### src/rtl/pipelined_adder_pkg.sv
// Shared defaults for the pipelined adder/subtractor datapath.
`timescale 1ns/1ps
package pipelined_adder_pkg;

  // Default geometry: 16-bit word cut into four 4-bit carry slices.
  localparam int PA_DEF_WIDTH  = 16;
  localparam int PA_DEF_STAGES = 4;

endpackage

### src/rtl/pipelined_adder_slice.sv
// adder_slice: purely combinational CHUNK-bit ripple-carry adder.
// Also exposes the carry into its MSB so the top slice can form signed overflow.
`timescale 1ns/1ps
module adder_slice #(
  parameter int CHUNK = 4
) (
  input  logic [CHUNK-1:0] a,
  input  logic [CHUNK-1:0] b,
  input  logic             cin,
  output logic [CHUNK-1:0] s,
  output logic             cout,
  output logic             c_msb
);

  logic [CHUNK:0] w_c;

  // Bit-serial ripple: each bit's carry feeds the next bit in the slice.
  always_comb begin
    w_c    = '0;
    s      = '0;
    w_c[0] = cin;
    for (int i = 0; i < CHUNK; i++) begin
      s[i]     = a[i] ^ b[i] ^ w_c[i];
      w_c[i+1] = (a[i] & b[i]) | (w_c[i] & (a[i] ^ b[i]));
    end
  end

  assign cout  = w_c[CHUNK];
  assign c_msb = w_c[CHUNK-1];

endmodule

### src/rtl/pipelined_adder.sv
// pipelined_adder: WIDTH-bit adder/subtractor split into STAGES ripple slices
// with a register on the carry between slices. Operand bits for slice k are
// skewed k stages to meet their carry; finished result bits are deskewed so
// the whole word leaves aligned. One global enable stalls every register.
`timescale 1ns/1ps
module pipelined_adder
  import pipelined_adder_pkg::*;
#(
  parameter int WIDTH  = PA_DEF_WIDTH,
  parameter int STAGES = PA_DEF_STAGES
) (
  input  logic             clk,
  input  logic             rst,
  input  logic             in_valid,
  output logic             in_ready,
  input  logic [WIDTH-1:0] a,
  input  logic [WIDTH-1:0] b,
  input  logic             c_in,
  input  logic             sub,
  output logic             out_valid,
  input  logic             out_ready,
  output logic [WIDTH-1:0] sum,
  output logic             c_out,
  output logic             ovf
);

  localparam int CHUNK = WIDTH / STAGES;

  if (STAGES < 1 || STAGES > WIDTH || (WIDTH % STAGES) != 0) begin : g_param_check
    $error("pipelined_adder: WIDTH must be a non-zero multiple of STAGES");
  end

  logic             w_en;
  logic [WIDTH-1:0] w_b_mod;
  logic             w_cin0;

  // A slot may advance whenever the output register is empty or being drained.
  assign w_en     = !out_valid || out_ready;
  assign in_ready = w_en;

  // Subtract is a + ~b + 1: invert B and force the slice-0 carry-in.
  assign w_b_mod = sub ? ~b : b;
  assign w_cin0  = sub ? 1'b1 : c_in;

  for (genvar k = 0; k < STAGES; k++) begin : g_stg
    localparam int SUMW = (k + 1) * CHUNK;
    localparam int REMW = WIDTH - SUMW;

    logic [CHUNK-1:0] w_op_a;
    logic [CHUNK-1:0] w_op_b;
    logic [CHUNK-1:0] w_s;
    logic             w_ci;
    logic             w_co;
    logic             w_cm;
    logic             w_vld_in;
    logic [SUMW-1:0]  w_sum_in;

    logic             r_vld_p;
    logic [SUMW-1:0]  r_sum_p;
    logic             r_c_p;

    if (k == 0) begin : g_head
      assign w_op_a   = a[CHUNK-1:0];
      assign w_op_b   = w_b_mod[CHUNK-1:0];
      assign w_ci     = w_cin0;
      assign w_vld_in = in_valid;
      assign w_sum_in = w_s;
    end else begin : g_body
      assign w_op_a   = g_stg[k-1].g_skew.r_a_p[CHUNK-1:0];
      assign w_op_b   = g_stg[k-1].g_skew.r_b_p[CHUNK-1:0];
      assign w_ci     = g_stg[k-1].r_c_p;
      assign w_vld_in = g_stg[k-1].r_vld_p;
      assign w_sum_in = {w_s, g_stg[k-1].r_sum_p};
    end

    adder_slice #(
      .CHUNK (CHUNK)
    ) u_slice (
      .a     (w_op_a),
      .b     (w_op_b),
      .cin   (w_ci),
      .s     (w_s),
      .cout  (w_co),
      .c_msb (w_cm)
    );

    // Stage k: register slot valid, slice carry-out and the growing result word.
    always_ff @(posedge clk or posedge rst) begin
      if (rst) begin
        r_vld_p <= 1'b0;
        r_sum_p <= '0;
        r_c_p   <= 1'b0;
      end else if (w_en) begin
        r_vld_p <= w_vld_in;
        r_sum_p <= w_sum_in;
        r_c_p   <= w_co;
      end
    end

    if (k < STAGES - 1) begin : g_skew
      logic [REMW-1:0] r_a_p;
      logic [REMW-1:0] r_b_p;
      logic [REMW-1:0] w_a_rem;
      logic [REMW-1:0] w_b_rem;
      logic            w_unused_cm;

      // Only the top slice's MSB carry matters; lower slices drop it.
      assign w_unused_cm = w_cm;

      if (k == 0) begin : g_src_in
        assign w_a_rem = a[WIDTH-1:CHUNK];
        assign w_b_rem = w_b_mod[WIDTH-1:CHUNK];
      end else begin : g_src_prev
        assign w_a_rem = g_stg[k-1].g_skew.r_a_p[WIDTH-k*CHUNK-1:CHUNK];
        assign w_b_rem = g_stg[k-1].g_skew.r_b_p[WIDTH-k*CHUNK-1:CHUNK];
      end

      // Skew chain: carry the not-yet-added upper operand bits forward one stage.
      always_ff @(posedge clk or posedge rst) begin
        if (rst) begin
          r_a_p <= '0;
          r_b_p <= '0;
        end else if (w_en) begin
          r_a_p <= w_a_rem;
          r_b_p <= w_b_rem;
        end
      end
    end else begin : g_tail
      logic r_cm_p;

      // Final stage: keep the carry into the word MSB for the overflow flag.
      always_ff @(posedge clk or posedge rst) begin
        if (rst) begin
          r_cm_p <= 1'b0;
        end else if (w_en) begin
          r_cm_p <= w_cm;
        end
      end
    end
  end

  assign out_valid = g_stg[STAGES-1].r_vld_p;
  assign sum       = g_stg[STAGES-1].r_sum_p;
  assign c_out     = g_stg[STAGES-1].r_c_p;
  assign ovf       = g_stg[STAGES-1].r_c_p ^ g_stg[STAGES-1].g_tail.r_cm_p;

endmodule

### config.mk
export PLATFORM = sky130hd
export DESIGN_NAME = pipelined_adder
export DESIGN_NICKNAME = d
export VERILOG_FILES = /design/src/rtl/pipelined_adder_pkg.sv /design/src/rtl/pipelined_adder_slice.sv /design/src/rtl/pipelined_adder.sv
export SDC_FILE = /design/constraint.sdc
export NUM_CORES = 1
export LEC_CHECK = 0
export BUFFER_PORTS_ARGS = -buffer_cell sky130_fd_sc_hd__buf_4
export CORE_MARGIN = 3
export CORE_UTILIZATION = 30
export DETAILED_ROUTE_END_ITERATION = 10
export SLEW_MARGIN = 20
export SYNTH_ARGS = -nofsm -noshare
export SYNTH_HDL_FRONTEND = slang
export SYNTH_SLANG_ARGS = --single-unit
### constraint.sdc
create_clock -name clk -period 4.7 [get_ports clk]
set_input_delay 1.175 -clock clk [delete_from_list [all_inputs] [get_ports clk]]
set_output_delay 1.175 -clock clk [all_outputs]
set_load 0.01 [all_outputs]
Word level (Yosys, flattened, before mapping). Cells that the tools add are included.

Memory bits (read-only): 0. Flip-flop bits (word level): 97. Memories kept: 0. Bits in writable memories: 0. Bits in latches: 0. Logic and storage cells: 105. Bits of input ports: 38. Output and inout bits: 20.

Shift-type cells: 0. Equal/unequal tests: 0. Multiplexer cells: 2. Divide/modulo/power cells: 0. $mul: 0. Bitwise logic cells: 82. Add/sub/neg operators: 0. $lt $le $gt $ge: 0. Reduce and logical (&&, ||, !) cells: 2.

Operators with widths (number): XOR 1 bit (33); bitwise AND 1 bit (32); two-way mux 16 bit (1); inverter 16 bit (1); bitwise OR 1 bit (16); zero test 1 bit (1); logical OR 1 bit (1); two-way mux 1 bit (1).

Depth between registers and ports, before layout.
Depth after elaboration: 11. Gate-level depth with buffers: 11. Depth with buffers taken out: 9.

Hierarchy. Synthesis repeated with hierarchy kept, for this count alone.

Cell total of the unflattened synthesis: 275. Area total of the unflattened synthesis: 4287.9 um2.

By module, submodules not included: pipelined_adder (cells an instance 227, instances 1, seq. area each 2427.3 um2, area each 3847.4 um2); adder_slice (cells an instance 12, instances 4, seq. area each 0.0 um2, area each 110.1 um2).

Least setup slack after synthesis. Ideal clock, no wire load.

Path kind: in2reg. Start point: input port sub. End point: register g_stg[0].r_sum_p[3]. Library setup time: 125 ps. Data arrival time: 3372 ps. Required time: 4575 ps. Path buffers: 2. Setup slack: 1203 ps. Cell stages on the path: 11. Path through: buf_2 > buf_4 > xnor2_1 > fa_1 > inv_1 > fa_1 > inv_1 > fa_1 > inv_1 > fa_1 > mux2_2.

Cells in the longest elaborated chain, start to end: 9. Elaborated cells between the ends (all ways): 16. Classes of those cells: 2 x mux; 14 x bitwise.

Ends and longest elaborated chain: start, declared (line pipelined_adder.sv:19) `input logic sub,`; two-way mux 16 bit (line pipelined_adder.sv:42) `assign w_b_mod = sub ? ~b : b;`; XOR 1 bit (line pipelined_adder_slice.sv:24) `w_c[i+1] = (a[i] & b[i]) | (w_c[i] & (a[i] ^ b[i]));`; bitwise AND 1 bit (line pipelined_adder_slice.sv:24); bitwise OR 1 bit (line pipelined_adder_slice.sv:24); bitwise AND 1 bit (line pipelined_adder_slice.sv:24); bitwise OR 1 bit (line pipelined_adder_slice.sv:24); bitwise AND 1 bit (line pipelined_adder_slice.sv:24); bitwise OR 1 bit (line pipelined_adder_slice.sv:24); XOR 1 bit (*) (line pipelined_adder_slice.sv:23) `s[i] = a[i] ^ b[i] ^ w_c[i];`; net g_stg[0].u_slice.s[3] (line pipelined_adder_slice.sv:10) `output logic [CHUNK-1:0] s,`; end signal, assigned (line pipelined_adder.sv:95) `r_sum_p <= w_sum_in;`; end, declared (line pipelined_adder.sv:59) `logic [SUMW-1:0] r_sum_p;`.

Mark *: on every way through the listed nets, which the timed path passes. The rest lies on a longest branch. A chain may end at the register's enable or synchronous reset.

Final worst setup path.
Start point: input port out_ready. End point: output port in_ready.

Cells in the longest elaborated chain, start to end: 1.

Ends and longest elaborated chain: start, declared (line pipelined_adder.sv:21) `input logic out_ready,`; logical OR 1 bit (line pipelined_adder.sv:38) `assign w_en = !out_valid || out_ready;`; end, declared (line pipelined_adder.sv:15) `output logic in_ready,`.

No other way between the ends.

==> impl_summary.txt <==
----------------------------------------------------
[Critical path]
  Cell-by-cell listing of the critical path ... buf_4 -> nand2b_4 -> buf_4
  Kind of end point of the critical path ... output port
  CP peak stage delay ... about 0.53 ns
  Register-to-register setup slack ... 2.37 ns
  Worst Reg-to-Reg Cells ... 3
  Class of the most critical setup path ... input pin to output port
  Required time of the worst setup path ... 3.52 ns
  Max FO, Critical Path ... 45
  Crit path top cell by count ... buf_4
  Slowest CP cell ... nand2b_4
  Element type at the critical path start ... input pin
  Reg-to-Reg Start ... out_valid$_DFFE_PP0P_
  Data arrival time of the critical path ... roughly 2.1 ns
  Critical register-to-register path endpoint ... sum[0]$_DFFE_PP0P_

[Clock network]
  Clock-pin slew on the worst setup and hold paths ... 0.06 ns
  Buffers inserted by post-CTS timing repair ... 0
  Maximum root-to-sink buffer count ... 2
  TritonCTS clock tree ... built
  Number of clock sinks ... slightly below 100
  CTS resizes ... 0
  Library cell used as clock root buffer ... clkbuf_16
  Insertion delay of the later-clocked pin in the worst-skew pair ... 0.34 ns
  Inserted Clock Buffers ... 9
  Hold-fix buffers at CTS ... 0
  Number of H-tree branching levels ... 3

[Timing]
  Hold slack ... 0.4577 ns
  Final setup viols ... 0
  Final setup TNS ... 0 ns
  Worst setup slack after layout ... approximately 1.4 ns
  Slew HR ... 0.4301
  Number of endpoints with negative hold slack in the final report ... 0
  Max Clk Rate ... 305.0 MHz
  Final critical-path required period ... between 3 and 4 ns
  Final max-slew violation count ... 0
  Setup skew after layout ... 0.008510 ns
  Post-route fraction of the period consumed by the critical path ... 0.6975
  Actual slew at the worst max-slew pin ... 0.8549 ns
  Setup repair after global routing missed its margin ... false

[Floorplanning]
  Area of the die ... 15600 µm²
  Horizontal die dimension ... 124.9 µm
  Num rows ... between 40 and 50
  Core area ... 13510 µm²
  Starting density of the core ... 0.3140
  Top-Level Pins ... 58
  Die Y ... ~120 µm

[Finish]
  Final #Nets ... 389
  Final core utilization ... 0.3769
  Total of fill cells in the finished design ... roughly 1.3k
  Register area ... approximately 2400 µm²
  Leading cell type in the layout, fill and taps excluded ... dfrtp_1
  Layout-stage area growth over the synthesis result ... 20.04%
  Highest-count cells in the layout ignoring fill and taps ... dfrtp_1, mux2_2, buf_4
  Area used by multi-input combinational logic ... about 1600 µm²
  Fraction of layout instances using a drive strength above 1 ... 0.4661
  Antenna diode count ... 0

[Drt]
  WL/cell ... 13.64 µm
  Post-route DRC violation count ... 0
  Drt via density ... roughly 4.3
  Overall via count from detail_route ... 2213
  Iteration-0 DRC count of the detailed router ... 121
  Count of antenna-violating nets left after detailed routing ... 0
  Total detailed-routing wirelength ... 7025 µm
  TritonRoute pass-1 iters ... 4

[GRT]
  Antenna violations before repair ... 0
  Sum of overflow across all layers after global routing ... 0
  First-pass GRT wire length ... 12280 µm
  Largest net degree at the start of global routing ... 72
  Overall fraction of global-route tracks in use ... 0.09814
  Vias in the first global route ... 2430

[Pwr]
  Worst VDD drop ... 0.1887 mV
  Power density over the cells ... 634.3 nW/µm²
  Leakage power figure ... 2.300 nW

[Synthesis]
  Mean instance size in the synthesized netlist ... ~15 µm²
  Number of different library cells in the post-synthesis netlist ... 17
  Mapped Area ... 4240 µm²
  Cells after Synth ... 280
  Number of warnings printed during yosys synthesis ... 0
  Seq cells post-synth ... 97
  Sequential share of the synthesized area ... 0.5724
  Post-synth net total ... 334

[Min path]
  Hold endpoint ... out_valid$_DFFE_PP0P_
  Worst hold path stage count ... 1
  Hold_sp ... g_stg[2].r_vld_p$_DFFE_PP0P_
  Kind of path behind the tightest hold check ... flop to flop

[Outcome]
  Run status ... completed

[Placed design]
  GP Congestion ... about 0.72
  # port buffers ... 57
  DP Wirelength ... 4976 µm
  Dpl ws ... 1.182 ns

[Job]
  Max-cap violations ... 0

----------------------------------------------------
-- worst max-delay path by stage --
stage | start | slack (ns) | endpoint
finish | out_ready | 1.42 | in_ready
global route | out_ready | 1.34 | in_ready
CTS | out_ready | 1.40 | in_ready
detailed placement | sub | 1.18 | g_stg[0].r_sum_p[3]$_DFFE_PP0P_
global placement | sub | 1.25 | g_stg[0].r_sum_p[3]$_DFFE_PP0P_
floorplan | rst | 0.99 | c_out$_DFFE_PP0P_
-- state kept, by name, indices dropped and copies added (netlist names) --
signal and flops:
c_out 1, g_stg.g_skew.r_a_p 24, g_stg.g_skew.r_b_p 24, g_stg.g_tail.r_cm_p 1, g_stg.r_c_p 3, g_stg.r_sum_p 24, g_stg.r_vld_p 3, out_valid 1
sum 16
-- critical path: cells and delay by family --
kind          cells  cell delay [ns]
buf+inv           2             0.39
simple gates      1             0.53
-- routing by layer --
| metal | wire, µm | track usage | share of wire |
|---|---|---|---|
| met5 | 0 | 0 | 0 |
| met1 | 3338 | 0.1306 | 0.48 |
| met3 | 181 | 0.02530 | 0.026 |
| met4 | 102 | 0.04018 | 0.015 |
| met2 | 3402 | 0.1530 | 0.48 |
-- synthesized netlist by cell type --
master	number	area [µm²]
buf_2	9	45.04
buf_6	3	33.78
nor2_1	1	3.750
nand2b_1	1	6.260
nand2b_4	1	13.76
mux2_4	10	150.1
dfrtp_1	97	2427
mux2i_1	2	20.02
xor2_1	13	113.9
buf_4	1	7.510
xnor2_1	4	35.03
clkbuf_1	2	7.510
inv_1	26	97.59
a21oi_1	10	50.05
nor3b_1	10	75.07
fa_1	16	320.3
mux2_2	74	833.3
-- layout make-up --
cell class                      count  area share
Multi-Input combinational cell    142      0.3186
Inverter                           26     0.01967
Tap cell                          176     0.04326
Clock inverter                      4    0.008850
Timing Repair Buffer               59     0.08702
Clock buffer                       11     0.04572
Sequential cell                    97      0.4769
-- power by group --
part           internal [mW]  switching, mW
logic                  0.655          0.440
registers               1.21          0.225
clock network          0.407          0.288
-- metrics by stage --
step	std cells	cell area, µm²	total power [mW]
2_1_floorplan	280	4240	2.210
6_report	515	5090	3.229
4_1_cts	515	5090	3.286
5_1_grt	515	5090	3.488
3_5_place_dp	500	4812	2.581
3_3_place_gp	500	4812	2.527
-- logic make-up after synthesis --
| family | synth area share |
|---|---|
| muxes | 0.2366 |
| DFF | 0.5724 |
| and+or+nand+nor | 0.02331 |
| xor gates and xnor gates | 0.03511 |
| adders and majority gates | 0.07554 |
| buffers and inverters | 0.04515 |
| AOI/OAI and AO/OA | 0.01180 |
No activity file was read; power rests on OpenSTA's default activity.
